--- src/rtl/msrv32_load_unit_hs.sv ---
// Handshaked load unit: word-aligned reads, byte/half/word extract and extend.
// Optional bus timeout when LU_TIMEOUT_EN is defined.
module msrv32_load_unit_hs #(
    parameter int TIMEOUT_CYCLES = 16,
    parameter int TO_W           = 5
) (
    input  logic        ms_riscv32_mp_clk_in,
    input  logic        ms_riscv32_mp_rst_in,
    input  logic        load_req_in,
    input  logic [1:0]  load_size_in,
    input  logic        load_unsigned_in,
    input  logic [31:0] daddr_in,
    input  logic        flush_in,
    output logic        dmem_rd_req_out,
    output logic [31:0] dmem_addr_out,
    input  logic        dmem_rd_valid_in,
    input  logic [31:0] dmem_rdata_in,
    output logic [31:0] lu_output_out,
    output logic        lu_valid_out,
    output logic        stall_out,
    output logic        misaligned_out,
    output logic        bus_err_out
);

    typedef enum logic [1:0] {
        S_IDLE,
        S_WAIT,
        S_DONE,
        S_DRAIN
    } state_t;

    state_t      state;
    logic [1:0]  cap_off;
    logic [1:0]  cap_size;
    logic        cap_uns;
    logic        accept;
    logic        mis;
    logic        issue;
    logic        timeout_hit;
    logic [7:0]  sel_b;
    logic [15:0] sel_h;
    logic [31:0] ext_data;

    assign accept = load_req_in && !flush_in &&
                    (state == S_IDLE || state == S_DONE);
    assign mis    = (load_size_in == 2'b01 && daddr_in[0]) ||
                    (load_size_in[1] && daddr_in[1:0] != 2'b00);
    assign issue  = accept && !mis;

    assign stall_out = (state == S_WAIT) || issue ||
                       (state == S_DRAIN && load_req_in);

    always_comb begin
        sel_b    = dmem_rdata_in[7:0];
        sel_h    = cap_off[1] ? dmem_rdata_in[31:16]
                              : dmem_rdata_in[15:0];
        ext_data = dmem_rdata_in;
        unique case (cap_off)
            2'b00: sel_b = dmem_rdata_in[7:0];
            2'b01: sel_b = dmem_rdata_in[15:8];
            2'b10: sel_b = dmem_rdata_in[23:16];
            2'b11: sel_b = dmem_rdata_in[31:24];
        endcase
        unique case (1'b1)
            (cap_size == 2'b00):
                ext_data = {{24{sel_b[7] & ~cap_uns}}, sel_b};
            (cap_size == 2'b01):
                ext_data = {{16{sel_h[15] & ~cap_uns}}, sel_h};
            default:
                ext_data = dmem_rdata_in;
        endcase
    end

`ifdef LU_TIMEOUT_EN
    localparam logic [TO_W-1:0] TO_LAST = TO_W'(TIMEOUT_CYCLES - 1);
    logic [TO_W-1:0] to_cnt;

    assign timeout_hit = !dmem_rd_valid_in && (to_cnt == TO_LAST);

    // Cleared whenever WAIT or DRAIN is entered, counts idle bus cycles.
    always_ff @(posedge ms_riscv32_mp_clk_in or posedge ms_riscv32_mp_rst_in) begin
        if (ms_riscv32_mp_rst_in) begin
            to_cnt <= '0;
        end else if (issue ||
                     (state == S_WAIT && flush_in && !dmem_rd_valid_in)) begin
            to_cnt <= '0;
        end else if ((state == S_WAIT || state == S_DRAIN) &&
                     !dmem_rd_valid_in) begin
            to_cnt <= to_cnt + 1'b1;
        end
    end
`else
    assign timeout_hit = 1'b0;
`endif

    always_ff @(posedge ms_riscv32_mp_clk_in or posedge ms_riscv32_mp_rst_in) begin
        if (ms_riscv32_mp_rst_in) begin
            state           <= S_IDLE;
            cap_off         <= 2'b00;
            cap_size        <= 2'b00;
            cap_uns         <= 1'b0;
            dmem_rd_req_out <= 1'b0;
            dmem_addr_out   <= 32'h0;
            lu_output_out   <= 32'h0;
            lu_valid_out    <= 1'b0;
            misaligned_out  <= 1'b0;
            bus_err_out     <= 1'b0;
        end else begin
            lu_valid_out   <= 1'b0;
            misaligned_out <= 1'b0;
            bus_err_out    <= 1'b0;
            unique case (state)
                S_IDLE, S_DONE: begin
                    state <= S_IDLE;
                    if (issue) begin
                        cap_off         <= daddr_in[1:0];
                        cap_size        <= load_size_in;
                        cap_uns         <= load_unsigned_in;
                        dmem_addr_out   <= {daddr_in[31:2], 2'b00};
                        dmem_rd_req_out <= 1'b1;
                        state           <= S_WAIT;
                    end else if (accept) begin
                        misaligned_out <= 1'b1;
                        lu_output_out  <= 32'h0;
                    end
                end
                S_WAIT: begin
                    if (dmem_rd_valid_in) begin
                        dmem_rd_req_out <= 1'b0;
                        if (flush_in) begin
                            state <= S_IDLE;
                        end else begin
                            lu_output_out <= ext_data;
                            lu_valid_out  <= 1'b1;
                            state         <= S_DONE;
                        end
                    end else if (flush_in) begin
                        state <= S_DRAIN;
                    end else if (timeout_hit) begin
                        dmem_rd_req_out <= 1'b0;
                        bus_err_out     <= 1'b1;
                        lu_output_out   <= 32'h0;
                        state           <= S_IDLE;
                    end
                end
                S_DRAIN: begin
                    // Response to a flushed load is swallowed here.
                    if (dmem_rd_valid_in || timeout_hit) begin
                        dmem_rd_req_out <= 1'b0;
                        state           <= S_IDLE;
                        if (timeout_hit) begin
                            lu_output_out <= 32'h0;
                        end
                    end
                end
                default: state <= S_IDLE;
            endcase
        end
    end

endmodule
--- config.mk ---
export PLATFORM = sky130hd
export DESIGN_NAME = msrv32_load_unit_hs
export DESIGN_NICKNAME = d
export VERILOG_FILES = /design/src/rtl/msrv32_load_unit_hs.sv
export SDC_FILE = /design/constraint.sdc
export NUM_CORES = 1
export LEC_CHECK = 0
export BUFFER_PORTS_ARGS = -buffer_cell sky130_fd_sc_hd__buf_2
export CORE_AREA = 8 8 92 94
export DETAILED_ROUTE_END_ITERATION = 10
export DIE_AREA = 0 0 100 102
export HOLD_SLACK_MARGIN = 0.1
export PLACE_DENSITY = 0.78
export SLEW_MARGIN = 20
export SYNTH_ARGS = -nofsm -noshare
export SYNTH_HDL_FRONTEND = slang
export SYNTH_SLANG_ARGS = --single-unit
--- constraint.sdc ---
create_clock -name ms_riscv32_mp_clk_in -period 2.8 [get_ports ms_riscv32_mp_clk_in]
set_clock_uncertainty 0.1 [all_clocks]
set_input_delay 0.14 -clock ms_riscv32_mp_clk_in [delete_from_list [all_inputs] [get_ports ms_riscv32_mp_clk_in]]
set_output_delay 0.14 -clock ms_riscv32_mp_clk_in [all_outputs]
set_load 0.1 [all_outputs]
Word-level counts from Yosys, hierarchy flattened. Index checks and enable logic that the tools add are counted.

Bits in registers: 72. Word-level logic and storage cells: 74.

Equality and inequality tests: 16. Mux-type cells: 23. Bitwise gates (word level): 4. Reductions and logical operators: 22.

Operators by type and width (count): $mux 32 (4); $pmux 32 s2 (2); $pmux 8 s4 (1); $mux 16 (1); $ne 2x2->1 const B (6); $mux 1 (9); $eq 2x1->1 const B (4); $eq 2x2->1 const B (4); $mux 2 (4); $logic_and 1x1->1 (6); $logic_not 2->1 (3); $pmux 2 s3 (1); $reduce_and 2->1 (3); $reduce_and 5->1 (1); $logic_or 1x1->1 (4); $reduce_or 2->1 (2); $ne 3x3->1 const B (1); $and 1x1->1 (2); $logic_not 1->1 (2); $ne 2x1->1 const B (1); $not 1->1 (2); $pmux 1 s2 (1); $reduce_bool 2->1 (1).

Depth between registers and ports, before layout. Gate-level depths: netlist (run 1).

Depth in word-level cells: 7. Gate-level depth with buffers: 6.

Least setup slack after synthesis (run 1). Ideal clock, no wire load.

Kind: register -> output. Start: register state[1]. End: output port stall_out. Arrival time: 2585 ps. Required time: 2560 ps. Slack: -25 ps. Stages on the path, launching flop included: 3. Path buffers: 0. Cells stage by stage: dfrtp_1 -> nor2b_1 -> o21ai_0.

Word-level cells in the longest chain between the ends: 6.

Ends and longest elaborated chain: start: declaration (line 32) `state_t state;`; start signal: assignment (line 98) `state <= S_IDLE;`; start signal: assignment (line 114) `state <= S_IDLE;`; start signal: assignment (line 121) `state <= S_WAIT;`; $eq 2x2->1 or $logic_not 2->1 (tied branches) (line 45) `(state == S_IDLE || state == S_DONE);`; $logic_or 1x1->1 (line 45); $logic_and 1x1->1 (line 44) `assign accept = load_req_in && !flush_in &&`; $logic_and 1x1->1 (line 48) `assign issue = accept && !mis;`; $logic_or 1x1->1 (line 50) `assign stall_out = (state == S_WAIT) || issue ||`; $logic_or 1x1->1 (*) (line 50); end: declaration (line 20) `output logic stall_out,`.

Every way passes the cells marked *; elsewhere a longest branch is shown, timed or not.

Worst setup path in the final report (run 1).
Start: input port flush_in. End: output port stall_out.

Word-level cells in the longest chain between the ends: 6.

Ends and longest elaborated chain: start: declaration (line 13) `input logic flush_in,`; $logic_not 1->1 (line 44); $logic_and 1x1->1 (2 in series) (line 44); $logic_and 1x1->1 (line 48); $logic_or 1x1->1 (2 in series) (line 50).

Every way passes these cells.

==> results by group, run 1 <==
Setup path
  – Crit Path Max Fanout: 8
  – Setup crit start kind: primary input
  – Critical path cell sequence: dlygate4sd3_1 -> buf_2 -> nor3b_1 -> nand2_1 -> o21ai_1 -> buf_12
  – CP Class: in2out
  – CP top delay family: buffers and inverters
  – Crit-path max cell delay: approximately 0.54 ns
  – Buf/Inv on CP: 3
  – CP arrival: 1.93 ns
  – Crit end category: output port
  – Data required time at the worst endpoint: roughly 2.6 ns
  – CP max stage cell: dlygate4sd3_1
  – R2R Setup Slk: just under 0.7 ns

Floorplan
  – I/O pin count: ~140
  – Die Ht: 102 µm
  – Rows: 31
  – Die X: 100 µm
  – Core area: 7060 µm²
  – Die footprint: between 10000 and 15000 µm²
  – Initial Util: 0.457

Synthesis
  – Synth warn: 0
  – Cell Area, Synth: 3230 µm²
  – Unique cell type count in the Yosys netlist: 30
  – Synth Register Bits: 72
  – Synth Area per Inst: 11.1 µm²
  – Syn Inst Count: 290
  – Sequential element share of the synthesized area: 0.558

Power and ir drop
  – Max IR drop VDD: 0.708 mV
  – Part of the power in combinational logic: 0.530
  – PwrDens: ~1000 nW/µm²
  – Sequential power share: 0.289
  – Switching share of power: 0.547
  – Leakage: ~2.5 nW
  – Clk pwr share: 0.180
  – Int Pwr: between 2 and 2.5 mW
  – Switch Pwr: about 2.8 mW

Placement
  – DP HPWL: 6.96 mm
  – RD Place Congestion: 0.789
  – DP Cell Count: between 500 and 600
  – Port Buffer Count: 137

Route
  – Wire per inst: between 15 and 20 µm
  – Final Routed Wirelength: 10.7 mm
  – Avg Vias per Cell: slightly above 5
  – TritonRoute pass-1 iters: 5
  – Post-DRT Antenna Nets: 0
  – Drc violations: 0
  – Initial drt markers: 182
  – Via count: about 3000

CTS
  – Clk slew on worst S/H paths: 0.08 ns
  – Root Driver: clkbuf_8
  – # resized after CTS: 0
  – CTS Buf Count: 9
  – Longest Clk Path Bufs: 2
  – H-tree levels: 3
  – CTS tree: built
  – Clk Latency, worst-skew pair: 0.35 ns
  – Post-CTS Setup Bufs: 0
  – Clock sinks: a little over 70
  – Hold-fix buffers, CTS: between 60 and 70

STA
  – Setup violations, final: 0
  – Min Hold Slack: 0.127 ns
  – Fmax: 460 MHz
  – Fin crit period: 2.17 ns
  – Max-slew violations: 0
  – Fin. Hold Viols: 0
  – Period utilisation layout: 0.776
  – Slew @ Worst Pin: 0.901 ns
  – RSZ-0062 raised after global routing: no
  – Setup TNS: 0 ns
  – Slew headroom: 0.399

Run
  – MaxCap Viol Count: 0

Global route
  – Antenna violations before repair: 0
  – GRT Resource Usage Total: 0.215
  – Largest net degree at the start of global routing: 73
  – Vias in the first global route: 3277
  – Wire length of the first global-routing pass: 17.0 mm
  – Global route overflow: 0

Worst hold path
  – Hold WC Path Type: in2reg

Cells and area
  – Nets: 566
  – Layout cells sized above 1: 0.401
  – Commonest non-fill, non-tap cell in the layout: buf_2
  – Layout area overhead: 52.3%
  – Highest-count cells in the layout ignoring fill and taps: buf_2, dfrtp_1, dlygate4sd3_1
  – Final std cells w/o fill: 599

Status
  – Status: complete, no violations
area by class of cell:
type / instances / area (µm²)
Antenna cell: 1 / 2.50
Clock buffer: 9 / 124
Clock inverter: 7 / 96.3
Fill cell: 510 / 2140
Inverter: 5 / 18.8
Multi-Input combinational cell: 194 / 1310
Sequential cell: 72 / 1800
Tap cell: 99 / 124
Timing Repair Buffer: 212 / 1440
state kept, by name, indices dropped and copies added (netlist names):
name,count
lu_output_out,32
dmem_addr_out,30
cap_off,2
cap_size,2
state,2
cap_uns,1
dmem_rd_req_out,1
lu_valid_out,1
misaligned_out,1
kinds of logic (layout without fill, tap and decap cells):
kind of cell,count (synthesis),in the layout,share of synthesized area
AOI/OAI and AO/OA,65,65,0.128
xor gates and xnor gates,1,1,0.00271
buffers and inverters,26,233,0.0395
DFF,72,72,0.558
muxes,45,45,0.154
other,1,4,0.00116
and+or+nand+nor,80,80,0.117
cell usage after synthesis, drive strengths merged:
master | number | area (µm²)
a21oi | 9 | 45.0
nand4bb | 1 | 11.3
a21o | 2 | 15.0
nand3 | 8 | 40.0
a22oi | 17 | 128
nand2 | 45 | 169
nor2 | 3 | 11.3
and3 | 1 | 6.26
o21ai | 26 | 130
or2 | 1 | 6.26
buf | 12 | 75.1
xor2 | 1 | 8.76
inv | 5 | 18.8
nor2b | 2 | 12.5
mux2 | 38 | 428
conb | 1 | 3.75
o21a | 2 | 15.0
nor3b | 2 | 15.0
mux2i | 7 | 70.1
clkbuf | 9 | 33.8
o2111ai | 7 | 61.3
nand2b | 8 | 50.1
dfrtp | 72 | 1800
nor3 | 1 | 5.00
a31oi | 1 | 6.26
a2111o | 1 | 11.3
or3 | 8 | 50.1
per-layer routing:
layer	wire length, µm	global-route usage	vias to the layer above
li1	-	-	1428
met4	165	0.0895	0
met2	5210	0.348	140
met3	1120	0.0940	15
met5	0	0	-
met1	4180	0.245	1486
worst min-delay path: cells and delay by family:
family	cells	cell delay (ns)
AOI/OAI and AO/OA	2	0.25
buffers and inverters	1	0.09
and+or+nand+nor	1	0.07
power groups by stage:
stage                     clock network [mW]  logic, mW  registers (mW)
final                                  0.916       2.70            1.47
after global routing                   0.968       2.80            1.50
after CTS                              0.932       2.69            1.46
after detailed placement                   0       2.62            1.48
after global placement                     0       2.60            1.46
after floorplan                            0      0.482            3.14
worst paths after layout:
check	start	end	depth (start not counted)
max	flush_in	stall_out	6
min in group asynchronous	ms_riscv32_mp_rst_in	dmem_addr_out[10]$_DFFE_PP0P_	4
min	dmem_rdata_in[8]	lu_output_out[8]$_DFFE_PP0P_	4
max in group asynchronous	ms_riscv32_mp_rst_in	cap_uns$_DFFE_PP0P_	4
min reg2reg	lu_output_out[5]$_DFFE_PP0P_	lu_output_out[5]$_DFFE_PP0P_	2
max reg2reg	cap_off[1]$_DFFE_PP0P_	lu_output_out[17]$_DFFE_PP0P_	4
through the flow:
| step | setup WS, ns | total power, mW | area (µm²) | utilization |
|---|---|---|---|---|
| 2_1_floorplan | 0.524 | 3.62 | 3240 | - |
| 5_1_grt | 0.485 | 5.27 | 4910 | 0.696 |
| 6_report | 0.626 | 5.08 | 4920 | 0.696 |
| 4_1_cts | 0.640 | 5.09 | 4910 | 0.696 |
| 3_5_place_dp | 0.724 | 4.09 | 4000 | 0.567 |
| 3_3_place_gp | 0.773 | 4.06 | 4000 | 0.567 |
Power figures use the tool's default switching activity.
==> inputs of run 2 (changes only) <==
--- a/config.mk
+++ b/config.mk
@@ -5,10 +5,11 @@
 export SDC_FILE = /design/constraint.sdc
 export NUM_CORES = 1
 export LEC_CHECK = 0
+export ABC_AREA = 1
 export BUFFER_PORTS_ARGS = -buffer_cell sky130_fd_sc_hd__buf_2
-export CORE_AREA = 8 8 92 94
+export CORE_AREA = 8 8 95 97
 export DETAILED_ROUTE_END_ITERATION = 10
-export DIE_AREA = 0 0 100 102
+export DIE_AREA = 0 0 103 105
 export HOLD_SLACK_MARGIN = 0.1
 export PLACE_DENSITY = 0.78
 export SLEW_MARGIN = 20
==> constraint.sdc (replaced) <==
create_clock -name ms_riscv32_mp_clk_in -period 2.3 [get_ports ms_riscv32_mp_clk_in]
set_clock_uncertainty 0.1 [all_clocks]
set_input_delay 0.115 -clock ms_riscv32_mp_clk_in [delete_from_list [all_inputs] [get_ports ms_riscv32_mp_clk_in]]
set_output_delay 0.115 -clock ms_riscv32_mp_clk_in [all_outputs]
set_load 0.1 [all_outputs]
==> run 2 against run 1 <==
Sequential cell count is the same; global-route usage grew 0.60 points; via count grew 22%; cell area grew 5.3%; setup slack lost 0.30 ns; wire length grew 9.9%; non-clock buffer count is the same; hold slack lost 0.00082 ns; critical path depth is the same; critical path type unchanged.
==> results by group, run 2 <==
Status
  – Status: complete, no violations

Cells and area
  – Nets: 728
  – Layout area overhead: 48.0%
  – Final Core Density: 0.688
  – Commonest non-fill, non-tap cell in the layout: nand2_1
  – Fillers: just over 600
  – Layout cells sized above 1: 0.274
  – Top Registers: lu_output_out (32), dmem_addr_out (30)
  – Combined flip-flop and latch cell area: 1800 µm²
  – Antenna cells: 0
  – Largest reg by FF count: lu_output_out
  – Area taken by multi-input logic gates: 1440 µm²
  – Final std cells w/o fill: 762
  – Final Instance Area: 5180 µm²
  – Highest-count cells in the layout ignoring fill and taps: nand2_1, buf_2, dfrtp_1
  – Max reg flops: 32

Floorplan
  – Die Ht: 105 µm
  – I/O pin count: between 100 and 150
  – Initial Util: 0.465
  – Rows: 32
  – Core area: about 7500 µm²
  – Die X: 103 µm
  – Die footprint: 10800 µm²

STA
  – Slew @ Worst Pin: 0.634 ns
  – Setup TNS: 0 ns
  – Max-slew violations: 0
  – Fin. Hold Viols: 0
  – Min Hold Slack: ~0.13 ns
  – RSZ-0062 raised after global routing: no
  – Fin crit period: ~2.0 ns
  – Slew headroom: 0.577
  – Setup violations, final: 0
  – Period utilisation layout: 0.859
  – Fmax: slightly above 500 MHz

Worst hold path
  – Worst Hold Launch: dmem_rdata_in[7]
  – Hold Path End: lu_output_out[7]$_DFFE_PP0P_
  – Hold depth: 5
  – Hold WC Path Type: in2reg

Route
  – Initial drt markers: about 200
  – Post-DRT Antenna Nets: 0
  – TritonRoute pass-1 iters: 4
  – Avg Vias per Cell: 4.91
  – Wire per inst: 15.4 µm
  – Drc violations: 0
  – Final Routed Wirelength: 11.7 mm
  – Via count: 3741

Placement
  – DP Cell Count: slightly below 700
  – Placed inst area: 4260 µm²
  – Port Buffer Count: 137
  – DP HPWL: 7.69 mm
  – RD Place Congestion: 0.902

Global route
  – GRT Resource Usage Total: 0.221
  – Vias in the first global route: approximately 4000
  – Wire length of the first global-routing pass: 19.2 mm
  – Global route overflow: 0
  – Antenna violations before repair: 0
  – Largest net degree at the start of global routing: 35

Setup path
  – R2R depth: 8
  – Data required time at the worst endpoint: 2.09 ns
  – Crit end category: output port
  – Crit Path Max Fanout: 17
  – CP Class: in2out
  – CP max stage cell: dlygate4sd3_1
  – Setup crit start kind: primary input
  – Reg2reg start: state[0]$_DFFE_PP0P_
  – CP arrival: 1.76 ns
  – R2R Setup Slk: around 0.37 ns
  – Critical path cell sequence: dlygate4sd3_1 -> buf_2 -> nor3_4 -> nand2_2 -> o211ai_1 -> buf_12
  – Reg-to-reg endpoint: lu_output_out[1]$_DFFE_PP0P_
  – Crit-path max cell delay: 0.54 ns

CTS
  – CTS tree: built
  – Clk slew on worst S/H paths: around 0.08 ns
  – Clk Latency, worst-skew pair: approximately 0.34 ns
  – Clock sinks: slightly above 70
  – H-tree levels: 3
  – # resized after CTS: 0
  – CTS Buf Count: 9
  – Root Driver: clkbuf_8
  – Longest Clk Path Bufs: 2

Synthesis
  – Most frequent cell after synthesis: nand2_1
  – Commonest cells post-synth: nand2_1, dfrtp_1, nand3_1
  – XOR/XNOR Fraction of Synth Area: 0
  – Sequential element share of the synthesized area: 0.515
  – Synth Register Bits: 72
  – Cell Area, Synth: about 3500 µm²
  – Post-synthesis compound-gate area fraction: 0.0680
  – Area leader, netlist: dfrtp_1
  – Synth area leaders: dfrtp_1, nand2_1, nand3_1
  – Number of synthesized flops with an enable pin: 0
  – Synth Area per Inst: between 7 and 8 µm²
  – Synth Area in Adders: 0
  – Largest family of logic cells by synthesized area: simple AND/OR/NAND/NOR gates
  – Post-synth ARST share: 1.00
  – Syn Inst Count: 457
  – Synth warn: 0
  – Post-synth top area share: 0.515
  – Post-synthesis mux area share: 0
  – Post-Synth Simple-Gate Area: 0.339
  – Synth Flop Type: dfrtp_1
  – Unique cell type count in the Yosys netlist: 27

Power and ir drop
  – Leakage: around 3.0 nW
  – PwrDens: 1080 nW/µm²
  – Max IR drop VDD: about 0.86 mV

Run
  – MaxCap Viol Count: 0
run 2: changes by cell type in the layout (fill, tap and decap cells not counted), moves of 12 or more:
| cell | change |
|---|---|
| nor2_1 | +12 |
| nand2_1 | +155 |
| nand3_1 | +48 |
| mux2_2 | -38 |
| a22oi_1 | -17 |
| inv_1 | +20 |
run 2: stage by stage:
| step | worst slack [ns] | power (mW) |
|---|---|---|
| after detailed placement | 0.389 | 4.28 |
| after global routing | 0.146 | 5.83 |
| after floorplan | 0.175 | 3.82 |
| after global placement | 0.466 | 4.25 |
| final | 0.324 | 5.58 |
| after CTS | 0.310 | 5.58 |
run 2: logic make-up (layout without fill, tap and decap cells):
family	Yosys count	after routing
and+or+nand+nor	283	283
DFF	72	72
buffers and inverters	58	259
AOI/OAI and AO/OA	43	43
other	1	3
run 2: power breakdown:
part	internal, mW	switching [mW]
clock	0.722	0.490
sequential	1.49	0.161
combinational	0.497	2.21
run 2: repair_timing:
action,4_1_cts,5_1_grt
hold buffers,68,0
hold endpoints to repair,140,0
endpoints found under the setup margin,0,0
setup buffers,0,0
run 2: worst max path at each step:
stage / start / to / slack [ns] / cells past startpoint
5_1_grt: state[0]$_DFFE_PP0P_ / lu_output_out[0]$_DFFE_PP0P_ / 0.15 / 8
3_5_place_dp: state[0]$_DFFE_PP0P_ / lu_output_out[5]$_DFFE_PP0P_ / 0.39 / 8
3_3_place_gp: state[0]$_DFFE_PP0P_ / lu_output_out[5]$_DFFE_PP0P_ / 0.47 / 8
6_report: flush_in / stall_out / 0.32 / 6
4_1_cts: state[0]$_DFFE_PP0P_ / stall_out / 0.31 / 4
2_1_floorplan: state[0]$_DFFE_PP0P_ / stall_out / 0.18 / 2
run 2: area by class of cell:
class / instances / area share
flip-flops and latches: 72 / 0.348
repair buffers: 212 / 0.279
multi-input cells: 329 / 0.278
well taps: 102 / 0.0247
clock buffers: 9 / 0.0239
inverters: 32 / 0.0232
clock inverters: 6 / 0.0222
run 2: critical path: cells and delay by family:
kind | cells | cell delay (ns)
compound gates | 1 | 0.23
buf+inv | 3 | 0.92
simple gates | 2 | 0.49
run 2: routing by layer:
layer | share of wire | GRT usage | up-vias
met5 | 0 | 0 | -
li1 | - | - | 1821
met1 | 0.39 | 0.258 | 1739
met2 | 0.50 | 0.378 | 163
met3 | 0.095 | 0.0703 | 18
met4 | 0.015 | 0.0589 | 0
